--- src/rtl/inst_fetch_queue.sv ---
// Instruction fetch queue: a DEPTH-entry circular FIFO between fetch and
// decode. Halts on the first illegal instruction the decoder rejects and
// holds that instruction and its PC until the pipeline flushes.
//
// Handshake: a transfer happens on a rising edge where valid and ready are
// both 1. Ready/valid are combinational from registered state plus reset and
// io_flush; neither ready depends on the partner's valid.
module inst_fetch_queue #(
    parameter int DEPTH = 4,
    parameter int PC_W  = 32,
    parameter int CNT_W = 3
) (
    input  logic             clk,
    input  logic             reset,
    input  logic             io_enq_valid,
    output logic             io_enq_ready,
    input  logic [31:0]      io_enq_bits_inst,
    input  logic [PC_W-1:0]  io_enq_bits_pc,
    output logic             io_deq_valid,
    input  logic             io_deq_ready,
    output logic [31:0]      io_deq_bits_inst,
    output logic [PC_W-1:0]  io_deq_bits_pc,
    input  logic             io_sigs_valid,
    input  logic             io_flush,
    output logic [CNT_W-1:0] io_count,
    output logic             io_illegal,
    output logic [31:0]      io_illegal_inst,
    output logic [PC_W-1:0]  io_illegal_pc
);

    localparam int PTR_W = $clog2(DEPTH);

    typedef enum logic {
        RUN  = 1'b0,
        HALT = 1'b1
    } state_t;

    state_t           state_q, state_d;
    logic [PTR_W-1:0] head_q, head_d;
    logic [PTR_W-1:0] tail_q, tail_d;
    logic [CNT_W-1:0] count_q, count_d;
    logic [31:0]      ill_inst_q, ill_inst_d;
    logic [PC_W-1:0]  ill_pc_q, ill_pc_d;

    logic [31:0]      mem_inst [DEPTH];
    logic [PC_W-1:0]  mem_pc   [DEPTH];

    logic             enq_fire;
    logic             deq_fire;

    // Pointer advance with explicit wrap from the last slot back to slot 0.
    function automatic logic [PTR_W-1:0] next_ptr(input logic [PTR_W-1:0] p);
        if (p == PTR_W'(DEPTH - 1)) begin
            next_ptr = '0;
        end else begin
            next_ptr = p + PTR_W'(1);
        end
    endfunction

    assign io_enq_ready = reset && !io_flush && (state_q == RUN) &&
                          (count_q < CNT_W'(DEPTH));
    assign io_deq_valid = reset && (state_q == RUN) && (count_q != '0) && !io_flush;

    assign enq_fire = io_enq_valid && io_enq_ready;
    assign deq_fire = io_deq_valid && io_deq_ready;

    assign io_deq_bits_inst = mem_inst[head_q];
    assign io_deq_bits_pc   = mem_pc[head_q];

    assign io_count        = count_q;
    assign io_illegal      = (state_q == HALT);
    assign io_illegal_inst = ill_inst_q;
    assign io_illegal_pc   = ill_pc_q;

    // Next-state: flush wins; otherwise pointer/count bookkeeping and halt on
    // a popped entry the decoder flagged as illegal.
    always_comb begin
        state_d    = state_q;
        head_d     = head_q;
        tail_d     = tail_q;
        count_d    = count_q;
        ill_inst_d = ill_inst_q;
        ill_pc_d   = ill_pc_q;

        if (io_flush) begin
            state_d = RUN;
            head_d  = '0;
            tail_d  = '0;
            count_d = '0;
        end else begin
            if (enq_fire) begin
                tail_d = next_ptr(tail_q);
            end
            if (deq_fire) begin
                head_d = next_ptr(head_q);
                if (!io_sigs_valid) begin
                    state_d    = HALT;
                    ill_inst_d = io_deq_bits_inst;
                    ill_pc_d   = io_deq_bits_pc;
                end
            end
            case ({enq_fire, deq_fire})
                2'b10:   count_d = count_q + CNT_W'(1);
                2'b01:   count_d = count_q - CNT_W'(1);
                default: count_d = count_q;
            endcase
        end
    end

    // Control and capture registers with synchronous active-low reset.
    always_ff @(posedge clk) begin
        if (!reset) begin
            state_q    <= RUN;
            head_q     <= '0;
            tail_q     <= '0;
            count_q    <= '0;
            ill_inst_q <= '0;
            ill_pc_q   <= '0;
        end else begin
            state_q    <= state_d;
            head_q     <= head_d;
            tail_q     <= tail_d;
            count_q    <= count_d;
            ill_inst_q <= ill_inst_d;
            ill_pc_q   <= ill_pc_d;
        end
    end

    // Storage write; contents are deliberately left unreset.
    always_ff @(posedge clk) begin
        if (enq_fire) begin
            mem_inst[tail_q] <= io_enq_bits_inst;
            mem_pc[tail_q]   <= io_enq_bits_pc;
        end
    end

endmodule

--- config.mk ---
export PLATFORM = sky130hd
export DESIGN_NAME = inst_fetch_queue
export DESIGN_NICKNAME = d
export VERILOG_FILES = /design/src/rtl/inst_fetch_queue.sv
export SDC_FILE = /design/constraint.sdc
export NUM_CORES = 1
export LEC_CHECK = 0
export ABC_AREA = 1
export ABC_CLOCK_PERIOD_IN_PS = 5100
export CORE_MARGIN = 8
export CORE_UTILIZATION = 25
export DETAILED_ROUTE_END_ITERATION = 10
export PLACE_DENSITY = 0.41
export SETUP_SLACK_MARGIN = 0.05
export SYNTH_ARGS = -nofsm -noshare
export SYNTH_HDL_FRONTEND = slang
export SYNTH_SLANG_ARGS = --single-unit
--- constraint.sdc ---
create_clock -name clk -period 5.1 [get_ports clk]
set_clock_uncertainty 0.15 [all_clocks]
set_input_delay 0.51 -clock clk [delete_from_list [all_inputs] [get_ports clk]]
set_output_delay 0.51 -clock clk [all_outputs]
set_load 0.005 [all_outputs]
; ---- Word level (Yosys, flattened, before mapping)
; Memory sizes are Yosys's and may differ from the RTL's. A register that Yosys moved wholly into a read port is not among the register bits.
; Index checks and enable logic that the tools add are counted.
[op_classes]
n_eq_ne = 4
n_reduce_logical = 14
addsub = 4
n_mux = 9
bitwise = 4
magnitude_cmp = 1
[ops]
columns = operator, n
row1 = $mux W2, 6
row2 = $logic_and A1 B1 Y1, 8
row3 = $eq A2 B2 Y1 const B, 3
row4 = $pmux W3 S2, 1
row5 = $add A2 B1 Y2 const B, 2
row6 = $not A1 Y1, 4
row7 = $add A3 B1 Y3 const B, 1
row8 = $lt A3 B3 Y1 const B, 1
row9 = $reduce_and A3 Y1, 1
row10 = $reduce_bool A3 Y1, 1
row11 = $sub A3 B1 Y3 const B, 1
row12 = $eq A2 B1 Y1 const B, 1
row13 = $mux W1, 2
row14 = $reduce_and A2 Y1, 1
row15 = $reduce_bool A2 Y1, 1
row16 = $reduce_or A2 Y1, 1
row17 = $logic_not A1 Y1, 1
[totals]
output_inout_bits = 134
ff_bits = 72
elab_cells = 44
input_bits = 70
memories = 2
ramBits = 256
[mem_list]
columns = name, words, width, read_ports, rd_ports_with_merged_regs, wr, line_no
row1 = mem_inst, 4, 32, 1, 1, 1, 45  ; logic [31:0] mem_inst [DEPTH];
row2 = mem_pc, 4, 32, 1, 1, 1, 46  ; logic [PC_W-1:0] mem_pc [DEPTH];

; ---- Depth between registers and ports, before layout
; Gate-level depths: netlist of run 1.
[depth]
word_depth = 7
mapped_depth = 13
depth_no_buf = 13

; ---- Least setup slack after synthesis of run 1
; OpenSTA, ideal clock, no wires.
[synth_path]
path_kind = in2reg
startpoint = input port io_flush
endpoint = memory mem_inst[0][0] (enable)
slack_ps = 775
arrival_ps = 3688
path_buffers = 0
required_ps = 4463
setup_ps = 487
stages = 5
path_cell_list = inv_1 -> nand2_2 -> nor2_4 -> nand3_1 -> nor2_1
[synth_between]
elab_chain_len = 7
[synth_lines]
columns = item, line_no
row1 = from (decl), 24  ; input logic io_flush,
row2 = $logic_not A1 Y1, 60  ; assign io_enq_ready = reset && !io_flush && (state_q == RUN) &&
row3 = $logic_and A1 B1 Y1 (3 in series), 60
row4 = $logic_and A1 B1 Y1, 64  ; assign enq_fire = io_enq_valid && io_enq_ready;
row5 = $mux W1, 131  ; if (enq_fire) begin
row6 = $mux W1 (implied by the code), 132  ; mem_inst[tail_q] <= io_enq_bits_inst;
row7 = to (decl), 45
; Every way passes these cells.

==> results of run 1 <==
## power by group through the flow
stage	clock network (µW)	logic, µW	registers (µW)
2_1_floorplan	0	47.7	2980
3_3_place_gp	0	188	2980
3_5_place_dp	0	189	2980
4_1_cts	2750	191	2920
5_1_grt	2860	203	2920
6_report	2640	184	2920
## cell families (layout without fill, tap and decap cells)
group / Yosys count / count (layout) / share of synthesized area (%)
flops: 330 / 330 / 69.6
compound gates: 203 / 203 / 9.19
simple gates: 410 / 410 / 11.9
buf+inv: 272 / 497 / 8.57
other cells: 0 / 1 / 0
fa+ha+maj: 7 / 7 / 0.722
## placed cells by master, fill, tap and decap left out, types with 4 or more instances in the layout
| master | instances |
|---|---|
| ha_1 | 6 |
| a21oi_1 | 63 |
| dfxtp_1 | 72 |
| nand3_1 | 4 |
| o211ai_1 | 64 |
| clkbuf_16 | 40 |
| buf_12 | 5 |
| clkdlybuf4s50_1 | 202 |
| a21oi_2 | 9 |
| nor2_4 | 5 |
| nand2_1 | 266 |
| inv_1 | 209 |
| nor2_1 | 131 |
| o21ai_0 | 52 |
| clkinv_1 | 7 |
| edfxtp_1 | 256 |
| o21ai_1 | 15 |
| buf_4 | 7 |
| clkbuf_1 | 16 |
## Yosys cell counts
cell type  number
dfxtp_1        74
nor3_1          1
o21ai_0        52
nor2_4          1
nand2_2         1
nor2_1        135
nand2_1       266
a21oi_1        63
nand4_2         1
buf_6           3
o21ai_1        15
and3_1          1
nand3_1         4
buf_4          16
a21oi_2         9
buf_2          20
ha_1            6
buf_1           1
clkbuf_1       23
o211ai_1       64
edfxtp_1      256
inv_1         209
fa_1            1
## worst max path at each step
stage / from / end / slack, ps
6_report: flip-flop / io_deq_bits_pc[29] / 1520
5_1_grt: flip-flop / io_deq_bits_pc[29] / 1320
4_1_cts: flip-flop / io_deq_bits_pc[14] / 1530
3_5_place_dp: io_flush / mem_pc[3][27] / 1770
3_3_place_gp: io_flush / mem_inst[3][0] / 1780
2_1_floorplan: io_flush / mem_inst[0][0] / 770
## worst register-to-register path, stage by stage, from the launching register on
cell	delay [ps]
dfxtp_1	360
nor2_4	160
nand3_1	430
nor2_4	720
buf_12	320
## sequential cells by signal, summed over array words and instances (netlist names), named ones only
| signal | flops |
|---|---|
| tail_q | 2 |
| io_count | 3 |
| mem_pc | 128 |
| io_illegal_inst | 32 |
| io_illegal | 1 |
| head_q | 2 |
| mem_inst | 128 |
| io_illegal_pc | 32 |
## through the flow
stage	cells	cell area, µm²	total power, µW
floorplan	1222	13200	3030
global placement	2062	15900	3170
detailed placement	2062	15900	3170
CTS	2135	17100	5860
global route	2135	17100	5980
finish	2136	17100	5740
## area by class of cell
class | instances | area, µm² | area share, %
clock buffer | 59 | 1100 | 6.44
tap | 688 | 861 | 5.03
clock inverter | 14 | 108 | 0.628
inverter | 209 | 785 | 4.58
sequential | 330 | 9180 | 53.6
antenna | 1 | 2.50 | 0.0146
multi-input combinational | 620 | 2910 | 17.0
timing repair buffer | 215 | 2180 | 12.7
## per-layer routing
| metal | GRT usage [%] | share of wire, % | up-vias |
|---|---|---|---|
| met5 | 0 | 0 | - |
| met4 | 3.03 | 1.9 | 0 |
| met3 | 2.87 | 5.2 | 43 |
| met2 | 16.7 | 47 | 148 |
| met1 | 13.2 | 46 | 3914 |
| li1 | - | - | 4375 |
==> impl_metrics.tcl, run 1 <==
set metrics [dict create \
    coreArea_mm2 0.0523 \
    r2r-start "io_illegal" \
    cts_max_level 2 \
    report.final.slew_viol_count 0 \
    final_util_pct 32.7 \
    netlist_area_mm2 0.0132 \
    holdWs_ps 199 \
    drc 0 \
    start_util_pct 25.2 \
    crit_path_end_kind "output port" \
    synth_top_cell_by_area "edfxtp_1" \
    reg2regPathDepth 4 \
    pwr-share-seq_pct 50.9 \
    path_cells "buf_12 > o21ai_0 > nand2_1 > clkdlybuf4s50_1" \
    sw_frac_of_total_pct 20.7 \
    drtPass1Iterations 5 \
    avgSynthCellArea_um2 10.8 \
    die_w_um 246 \
    fp.dieH_um 246 \
    synthesis.nets 1299 \
    clk_latency_ps 540 \
    first_iter_violations 434 \
    regToRegEndpoint "mem_pc[3][23]" \
    holdPathEnd "tail_q[1]" \
    cp_num_buf_inv 2 \
    cts_root_buf "clkbuf_16" \
    min_from "reset" \
    grt_antenna_before_repair 1 \
    dp_hpwl_um 19500 \
    vias_per_cell 3.97 \
    ys_seq_area_share_pct 69.6 \
    hold_viol 0 \
    cpLargestDelayFamily "buffers and inverters" \
    synth.distinct_cells 23 \
    vdd_drop_max_v 0.000195 \
    path_max_fanout 140 \
    worstSetupPathType "reg2out" \
    fin_setup_tns_ps 0 \
    fin_ws_ps 1520 \
    worst_hold_path.num_cells 3 \
    hp-class "in2reg" \
    critical_path_required_ps 4440 \
    grt_max_degree 141 \
    drt_wl_total_um 32000 \
    overflow 0 \
    grt_pass1_wl_um 48900 \
    power.density_mw_per_mm2 335 \
    synth_cells 1222 \
    cts_buffers 40 \
    drtAntennaViolNets 0 \
    avgRoutedWirePerCell_um 15.0 \
    io_pins 204 \
    area_growth_pct 30.0 \
    ys_warn_count 0 \
    clock_sinks 330 \
    finalCritPeriodShare_pct 70.1 \
    fillers 5334 \
    crit_slowest_cell "dfxtp_4" \
    cts_max_path_buffers 3 \
    slew_headroom_pct 44.4 \
    startpoint_type "flip-flop" \
    portBuffers 203 \
    worst_slew_pin_slew_ps 834 \
    ys_ff_latch 330 \
    pwr-share-clk_pct 45.9 \
    hold_buffers 0 \
    fp-row-count 84 \
    grt.total_usage_pct 10.3 \
    cp.depth 4 \
    p_sw_uw 1190 \
    post_cts_buffers 0 \
    synthTopCellsByArea "edfxtp_1 58%, dfxtp_1 11%, nand2_1 7.6%, inv_1 6.0%, nor2_1 3.8%" \
    nets 1493 \
    r2r_slack_ps 2590 \
    synth.top_cell.area_share_pct 58.4 \
    slowest_delay_ps 770 \
    cts_resized 0 \
    grt_setup_unrepaired "false" \
    period_needed_ps 3580 \
    comb_power_share_pct 3.2 \
    cts_tree "done" \
    drive_gt1_share_pct 5.60 \
    maxCapViolCount 0 \
    dr_total_vias 8480 \
    p_leak_uw 0.00651 \
    grt_pass1_vias 7943 \
    preCtsSetupSlack_ps 1770 \
    finalSetupViolations 0 \
    run_status "completed" \
    fmax_mhz 280 \
    arrival_ps 2920 \
    design.die.area_mm2 0.0603 \
    clkTransAtPathRegs_ps 60 \
    routabilityCongestion 0.685 \
    internal_power_uw 4560 \
]
No activity file was read; power rests on OpenSTA's default activity.
==> inputs of run 2 (changes only) <==
- ABC_CLOCK_PERIOD_IN_PS: 5100 -> 3100
- PLACE_DENSITY: 0.41 -> 0.43
- clock period: 5.1 -> 3.1 ns (I/O delays scaled with it)
==> run 2 against run 1 <==
Net effect: combinational power is 64% higher; worst hold slack better by 58 ps; non-clock buffer count is 6 higher; final cell count is 0.14% higher; routed wire length is 2.0% lower; global-route usage is 0.067 points lower; sequential power is 65% higher; sequential cell count stayed put; worst setup slack worse by 1200 ps; critical path depth stayed put; sequential share of layout area is 0.52 points lower; first-iteration DRC count is 6.5% lower; critical endpoint is now io_deq_bits_pc[20]; largest cell class unchanged; largest power group unchanged.
==> impl_metrics.tcl, run 2 (synthesis gave the netlist of run 1 again) <==
set metrics [dict create \
    critical_path_required_ps 2640 \
    coreArea_mm2 0.0523 \
    grt.total_usage_pct 10.2 \
    drtPass1Iterations 4 \
    fin_ws_ps 277 \
    min_from "io_enq_bits_pc[19]" \
    avgRoutedWirePerCell_um 14.7 \
    layout_commonest_cell "nand2_1" \
    io_pins 204 \
    worstSetupPathType "reg2out" \
    r2r_slack_ps 950 \
    clock_sinks 330 \
    dp_hpwl_um 19000 \
    reg2regPathDepth 11 \
    fp-row-count 84 \
    p_total_uw 9520 \
    cts_tree "done" \
    grt_max_degree 100 \
    fillers 5271 \
    maxCapViolCount 0 \
    holdPathEnd "mem_pc[0][19]" \
    path_cells "buf_12 > o21ai_0 > nand2_1 > clkdlybuf4s50_1" \
    path_max_fanout 99 \
    run_status "completed" \
    routabilityCongestion 0.679 \
    grt_setup_unrepaired "false" \
    slew_headroom_pct 46.2 \
    drt_wl_total_um 31400 \
    cts_buffers 39 \
    grt_antenna_before_repair 2 \
    r2r-start "io_count[2]" \
    top_regs "mem_inst (128), mem_pc (128)" \
    drive_gt1_share_pct 6.34 \
    cts_max_level 2 \
    drtAntennaViolNets 0 \
    start_util_pct 25.2 \
    overflow 0 \
    post-place-cells 2067 \
    finalSetupViolations 0 \
    cts_root_buf "clkbuf_16" \
    preCtsSetupSlack_ps 523 \
    first_iter_violations 406 \
    area_growth_pct 31.3 \
    worst_slew_pin_slew_ps 807 \
    cts_resized 0 \
    fin_setup_tns_ps 0 \
    arrival_ps 2360 \
    clkTransAtPathRegs_ps 60 \
    crit_path_end_kind "output port" \
    grt_pass1_vias 8199 \
    die_w_um 246 \
    drc 0 \
    crit_slowest_cell "clkdlybuf4s50_1" \
    regToRegEndpoint "io_count[2]" \
    holdWs_ps 257 \
    p_leak_uw 0.00659 \
    vias_per_cell 3.96 \
    slowest_delay_ps 530 \
    nets 1498 \
    grt_pass1_wl_um 48500 \
    report.final.slew_viol_count 0 \
    startpoint_type "flip-flop" \
    worst_hold_path.num_cells 1 \
    fin_cells 2139 \
    antenna_cells 0 \
    finalCritPeriodShare_pct 91.1 \
    fmax_mhz 354 \
    power.density_mw_per_mm2 551 \
    hp-class "in2reg" \
    dr_total_vias 8469 \
    design.die.area_mm2 0.0603 \
    cts_max_path_buffers 3 \
    period_needed_ps 2820 \
    portBuffers 203 \
    layout_common_cells "266 x nand2_1, 256 x edfxtp_1, 209 x inv_1" \
    clk_latency_ps 540 \
    fp.dieH_um 246 \
    vdd_drop_max_v 0.000344 \
    hold_viol 0 \
]
## run 2: repair_timing
action                                 4_1_cts  5_1_grt
endpoints found under the hold margin        6        0
buffers inserted                             0        0
hold buffers                                 1        0
## run 2: worst max-delay path by stage
stage / start / end / slack [ps] / cells after the start
3_3_place_gp: io_flush / io_count[2] / 530 / 13
5_1_grt: flip-flop / io_deq_bits_pc[21] / 70 / 5
2_1_floorplan: io_flush / mem_inst[3][0] / -10 / 5
4_1_cts: flip-flop / io_deq_bits_inst[15] / 170 / 5
6_report: flip-flop / io_deq_bits_pc[20] / 280 / 4
3_5_place_dp: io_flush / io_count[2] / 520 / 13
## run 2: layout make-up
class | instances | area, µm² | share of cell area, %
tap | 688 | 861 | 4.98
sequential | 330 | 9180 | 53.1
timing repair buffer | 221 | 2310 | 13.4
inverter | 209 | 785 | 4.54
clock buffer | 59 | 1150 | 6.67
clock inverter | 12 | 90.1 | 0.521
multi-input combinational | 620 | 2910 | 16.8
## run 2: worst max-delay path, delay by kind of cell, from the launching register on
kind | cells | cell delay (ps)
simple gates | 1 | 140
flops | 1 | 520
buf+inv | 2 | 880
compound gates | 1 | 180
## run 2: where the power goes
group	internal (µW)	switching [µW]	leakage (µW)
Clock	2650	1760	0.000605
Sequential	4800	9.07	0.00291
Combinational	153	149	0.00308
Total	7600	1920	0.00659
## run 2: stage by stage
stage / util (%) / instance area, µm²
global route: 33.0 / 17300
detailed placement: 30.6 / 16000
global placement: 30.6 / 16000
CTS: 33.0 / 17300
finish: 33.0 / 17300
floorplan: - / 13200
## run 2: per-layer routing
metal  track usage [%]  up-vias  wire, µm
li1                  -     4385         -
met1              12.5     3893     14000
met2              17.2      138     15000
met3              2.96       51      1690
met4              3.14        2       653
met5                 0        -         8
==> inputs of run 3 (changes only) <==
- HOLD_SLACK_MARGIN: default -> 0.15
==> results of run 3 <==
The final DEF is identical to that of run 2; final timing and power are the same.
